[config.mk]
export PLATFORM = sky130hd
export DESIGN_NAME = elastic_fifo_counted_flat
export DESIGN_NICKNAME = d
export VERILOG_FILES = /design/src/rtl/elastic_fifo_counted_if.sv /design/src/rtl/elastic_fifo_counted.sv /design/src/flat_wrapper.sv
export SDC_FILE = /design/constraint.sdc
export NUM_CORES = 1
export LEC_CHECK = 0
export ABC_AREA = 1
export BUFFER_PORTS_ARGS = -buffer_cell sky130_fd_sc_hd__buf_2
export CAP_MARGIN = 5
export CORE_UTILIZATION = 50
export CTS_BUF_LIST = sky130_fd_sc_hd__clkbuf_2
export DETAILED_ROUTE_END_ITERATION = 6
export GPL_TIMING_DRIVEN = 1
export PLACE_DENSITY = 0.77
export SLEW_MARGIN = 20
export SYNTH_ARGS = -nofsm -noshare
export SYNTH_HDL_FRONTEND = slang
export SYNTH_SLANG_ARGS = --single-unit
export TNS_END_PERCENT = 30
[constraint.sdc]
create_clock -name clk -period 2.4 [get_ports clk]
set_input_delay 0 -clock clk [delete_from_list [all_inputs] [get_ports clk]]
set_output_delay 0 -clock clk [all_outputs]
set_load 0.005 [all_outputs]
[src/rtl/elastic_fifo_counted_if.sv]
// elastic_fifo_counted channel bundle.
// Payload handshakes, flush and occupancy status.
interface elastic_fifo_counted_if #(
  parameter int DATA_WIDTH = 32,
  parameter int NUM_SLOTS  = 4
);
  localparam int CW = $clog2(NUM_SLOTS + 1);

  logic                  flush;
  logic [DATA_WIDTH-1:0] ins;
  logic                  ins_valid;
  logic                  ins_ready;
  logic [DATA_WIDTH-1:0] outs;
  logic                  outs_valid;
  logic                  outs_ready;
  logic [CW-1:0]         count;
  logic                  almost_full;

  modport master (
    output flush, ins, ins_valid, outs_ready,
    input  ins_ready, outs, outs_valid, count, almost_full
  );

  modport slave (
    input  flush, ins, ins_valid, outs_ready,
    output ins_ready, outs, outs_valid, count, almost_full
  );
endinterface

[src/rtl/elastic_fifo_counted.sv]
// Counted elastic FIFO with payload, flush and optional bypass.
// Any depth; pointers wrap by explicit compare.
module elastic_fifo_counted #(
  parameter int DATA_WIDTH         = 32,
  parameter int NUM_SLOTS          = 4,
  parameter int ALMOST_FULL_THRESH = NUM_SLOTS - 1,
  parameter int BYPASS             = 0
) (
  input logic                  clk,
  input logic                  rst,
  elastic_fifo_counted_if.slave bus
);
  localparam int CW = $clog2(NUM_SLOTS + 1);
  localparam int PW = (NUM_SLOTS > 1) ? $clog2(NUM_SLOTS) : 1;
  localparam bit BYP = (BYPASS != 0);

  logic [DATA_WIDTH-1:0] mem [NUM_SLOTS];
  logic [PW-1:0]         head;
  logic [PW-1:0]         tail;
  logic [CW-1:0]         cnt;
  logic [CW-1:0]         cnt_nx;
  logic                  full;
  logic                  empty;
  logic                  rd;
  logic                  wr;
  logic                  pass;

  function automatic logic [PW-1:0] bump(input logic [PW-1:0] p);
    return (p == PW'(NUM_SLOTS - 1)) ? '0 : p + PW'(1);
  endfunction

  assign full  = (cnt == CW'(NUM_SLOTS));
  assign empty = (cnt == '0);

  assign bus.ins_ready  = ~bus.flush & (~full | bus.outs_ready);
  assign bus.outs_valid = ~bus.flush & (~empty | (BYP & bus.ins_valid));
  assign bus.outs       = (BYP && empty) ? bus.ins : mem[head];
  assign bus.count      = cnt;
  assign bus.almost_full = (cnt >= CW'(ALMOST_FULL_THRESH));

  assign pass = BYP & empty & bus.ins_valid & bus.outs_ready & ~bus.flush;
  assign rd   = bus.outs_valid & bus.outs_ready & ~empty;
  assign wr   = bus.ins_valid & bus.ins_ready & ~pass;

  // Occupancy update from the write/read pair.
  always_comb begin
    cnt_nx = cnt;
    unique case ({wr, rd})
      2'b10:   cnt_nx = cnt + CW'(1);
      2'b01:   cnt_nx = cnt - CW'(1);
      default: cnt_nx = cnt;
    endcase
  end

  // Pointer and count state; flush returns to the empty state.
  always_ff @(posedge clk or negedge rst) begin
    if (!rst) begin
      head <= '0;
      tail <= '0;
      cnt  <= '0;
    end else if (bus.flush) begin
      head <= '0;
      tail <= '0;
      cnt  <= '0;
    end else begin
      if (rd) head <= bump(head);
      if (wr) tail <= bump(tail);
      cnt <= cnt_nx;
    end
  end

  // Payload storage, deliberately left unreset.
  always_ff @(posedge clk) begin
    if (wr) mem[tail] <= bus.ins;
  end
endmodule

[src/flat_wrapper.sv]
// flat-port wrapper written by rule: the top's interface ports become plain ports
module elastic_fifo_counted_flat 
#(
  parameter int DATA_WIDTH         = 32,
  parameter int NUM_SLOTS          = 4,
  parameter int ALMOST_FULL_THRESH = NUM_SLOTS - 1,
  parameter int BYPASS             = 0
)
  (clk, rst, bus_flush, bus_ins, bus_ins_valid, bus_outs_ready, bus_ins_ready, bus_outs, bus_outs_valid, bus_count, bus_almost_full);
  elastic_fifo_counted_if #(.DATA_WIDTH(DATA_WIDTH), .NUM_SLOTS(NUM_SLOTS)) bus_i ();
  input logic clk;
  input logic rst;
  input wire logic [$bits(bus_i.flush)-1:0] bus_flush;
  input wire logic [$bits(bus_i.ins)-1:0] bus_ins;
  input wire logic [$bits(bus_i.ins_valid)-1:0] bus_ins_valid;
  input wire logic [$bits(bus_i.outs_ready)-1:0] bus_outs_ready;
  output wire logic [$bits(bus_i.ins_ready)-1:0] bus_ins_ready;
  output wire logic [$bits(bus_i.outs)-1:0] bus_outs;
  output wire logic [$bits(bus_i.outs_valid)-1:0] bus_outs_valid;
  output wire logic [$bits(bus_i.count)-1:0] bus_count;
  output wire logic [$bits(bus_i.almost_full)-1:0] bus_almost_full;
  assign bus_i.flush = bus_flush;
  assign bus_i.ins = bus_ins;
  assign bus_i.ins_valid = bus_ins_valid;
  assign bus_i.outs_ready = bus_outs_ready;
  assign bus_ins_ready = bus_i.ins_ready;
  assign bus_outs = bus_i.outs;
  assign bus_outs_valid = bus_i.outs_valid;
  assign bus_count = bus_i.count;
  assign bus_almost_full = bus_i.almost_full;
  elastic_fifo_counted #(.DATA_WIDTH(DATA_WIDTH), .NUM_SLOTS(NUM_SLOTS), .ALMOST_FULL_THRESH(ALMOST_FULL_THRESH), .BYPASS(BYPASS)) u_core (.clk(clk), .rst(rst), .bus(bus_i));
endmodule
==> flow_summary_export.csv <==
group,metric,value,unit
grt,first_global_vias,3476,
placement,place_inst,578,
clock_tree,path_clk_slew,220,ps
timing,max_freq,461,MHz
timing,finalHoldViolCount,0,
placement,place.gp.congestion,0.796,
placement,hpwl,6030,um
route,viasPerCell,5.31,
timing,slew_headroom,0.714,
cells_and_area,areaGrowthSynthToFinish,24.4,%
min_path,hold_class,"in -> reg",
floorplanning,ios,75,
yosys,syn_area_per_cell,13.8,sq um
clock_tree,insertion_delay,660,ps
grt,met3_usage,0.0489,
grt,grt_max_degree,35,
yosys,synth_area,5240,sq um
floorplanning,coreArea,9950,sq um
route,drt_first_iter_violations,168,
route,post_drt_wl_per_cell,16.1,um
floorplanning,die_w,104,um
route,dr.pass1.iters,4,
yosys,synth_simple_gate_area_frac,0.0798,
yosys,synthAdderAreaFrac,0.0134,
timing,slew_violations,0,
clock_tree,cts.sinks,135,
clock_tree,ctsRootBufferMaster,"clkbuf_2",
worst_setup_path,path_common_cell,"dlygate4sd3_1",
yosys,ys_warn_count,0,
yosys,synth_seq_cells,135,
worst_setup_path,crit_family,"buffers and inverters",
clock_tree,cts_buffer_depth,2,
timing,period_minus_slack,2170,ps
floorplanning,rows,36,
worst_setup_path,cp_slowest_stage_delay,550,ps
yosys,syn_inst,379,
worst_setup_path,crit_path_cell_trace,"inv_1 > ha_1 > nand3_1 > dlygate4sd3_1 > nand2_1 > dlygate4sd3_1",
worst_setup_path,cp-start-kind,"register",
route,wl,10500,um
cells_and_area,antennaDiodeCount,0,
yosys,synth_compound_area_frac,0.107,
worst_setup_path,reg2reg_setup_slack,230,ps
pwr,power.density,841,nW/um^2
pwr,p_leak,2.40,nW
worst_setup_path,worstSetupEndpointType,"register",
yosys,synth-xor-area-share,0.00167,
yosys,synthMuxAreaShare,0,
pwr,total_power,5.48,mW
grt,antenna_found_initial,0,
grt,overflow,0,
cells_and_area,post_layout_nonfiller_instances,652,
timing,fin_crit_sh,0.904,
placement,dpl_worst_slack,490,ps
clock_tree,ctsHtreeMaxLevel,4,
grt,grtUsageMet2,0.344,
pwr,ir_worst_vdd,555,uV
grt,grt_usage,0.201,
yosys,synth.net_count,421,
worst_setup_path,cp.buffers_inverters,3,
yosys,synth.distinct_cells,23,
timing,tightestPinTransition,429,ps
worst_setup_path,worstPathArrival,2730,ps
floorplanning,start_util,0.526,
worst_setup_path,critPathMaxFanout,5,
clock_tree,numCtsBuffers,17,
floorplanning,dieArea,10900,sq um
placement,numPortBuffers,74,
timing,hold_ws,78.3,ps
route,vias,3464,
floorplanning,die_y,104,um
timing,rsz0062_at_grt,"no",
worst_setup_path,cpMaxStageDelayCell,"dlygate4sd3_1",
grt,grt-busiest-layer,"met2",
flow_run,cap_violations,0,
worst_setup_path,crit_type,"reg -> reg",
yosys,synth_top_family_by_area,"compound AO/OA/AOI/OAI gates",
timing,setup_viol,0,
grt,grt_pass1_wl,16600,um
route,drc_errors,0,
outcome,outcome,"finished, final reports clean",
grt,grtUsageMet1,0.243,
timing,timing.final.ws_setup,230,ps
timing,fin_skew,45.1,ps
timing,tns,0,ps
cells_and_area,layout.nets,548,
worst_setup_path,worstPathRequired,2960,ps
clock_tree,cts_tree,"yes",
yosys,yosysSeqAreaShare,0.768,
cells_and_area,drive_gt1_frac,0.260,
route,ant_nets,0,
## worst paths after layout
check                                     from             endpoint  cells after the start
max in group asynchronous                  rst       u_core.head[0]                      3
min in group asynchronous                  rst       u_core.tail[1]                      3
setup / recovery                u_core.tail[0]       u_core.tail[1]                      6
hold reg to reg            u_core.bus.count[2]  u_core.bus.count[2]                      2
setup reg to reg                u_core.tail[0]       u_core.tail[1]                      6
hold / removal                     bus_ins[11]    u_core.mem[2][11]                      2
## routing by layer
metal	vias up	wire length (um)
met5	-	0
li1	1655	-
met4	0	172
met2	123	5310
met3	15	545
met1	1671	4440
## sequential cells by signal, summed over array words and instances, names as in the netlist
register,cells
u_core.bus.count,3
u_core.head,2
u_core.mem,128
u_core.tail,2
## through the flow
stage,instance area [sq um],utilization
2_1_floorplan,5240,-
3_3_place_gp,5830,0.586
3_5_place_dp,5830,0.586
4_1_cts,6490,0.652
5_1_grt,6510,0.654
6_report,6510,0.654
## cell usage after synthesis (all sizes together)
cell,number,area (sq um)
a21oi,1,8.76
a31oi,1,6.26
buf,6,50.0
clkbuf,14,52.6
dfrtp,7,175
edfxtp,128,3840
fa,1,20.0
ha,4,50.1
inv,16,60.1
nand2,20,80.1
nand3,9,60.1
nand4,1,6.26
nor2,71,272
o21ai,66,330
o22ai,32,200
o31ai,1,12.5
xnor2,1,8.76
## what timing repair did
action	in CTS	in global routing
endpoints found under the setup margin	0	1
gates resized for setup	0	1
buffers inserted	0	0
hold endpoints to repair	144	8
hold buffers	40	2
## area by class of cell
| type | instances | area [sq um] |
|---|---|---|
| inverters | 16 | 60.1 |
| repair buffers | 128 | 918 |
| multi-input cells | 208 | 1080 |
| fillers | 717 | 3440 |
| flip-flops and latches | 135 | 4020 |
| clock inverters | 15 | 178 |
| well taps | 133 | 166 |
| clock buffers | 17 | 85.1 |
## worst reg2reg max path, stage by stage, from the launching register on
cell	delay, ps
dfrtp_1	470
inv_1	90
ha_1	310
nand3_1	80
dlygate4sd3_1	540
nand2_1	50
dlygate4sd3_1	550
## placed cells by master, fill, tap and decap left out, types with 4 or more instances in the layout
master / count
nor2_4: 4
o21ai_0: 66
clkinvlp_4: 4
nor2_1: 65
dlygate4sd3_1: 42
nand2_1: 18
dfrtp_1: 5
buf_4: 9
ha_1: 4
clkbuf_2: 17
buf_2: 74
nand3_1: 6
o22ai_1: 32
inv_1: 13
edfxtp_1: 128
## kinds of logic (layout without fill, tap and decap cells)
family | count (synthesis) | count (layout)
and+or+nand+nor | 101 | 101
DFF | 135 | 135
adders and majority gates | 5 | 5
buffers and inverters | 36 | 176
xor gates and xnor gates | 1 | 1
AOI/OAI and AO/OA | 101 | 101
## power breakdown
part | switching (mW) | total [mW] | internal (mW) | leakage, nW
sequential | 0.0693 | 2.78 | 2.71 | 1.25
combinational | 0.782 | 1.30 | 0.515 | 1.01
clock | 0.824 | 1.41 | 0.582 | 0.144
Power figures use the tool's default switching activity.
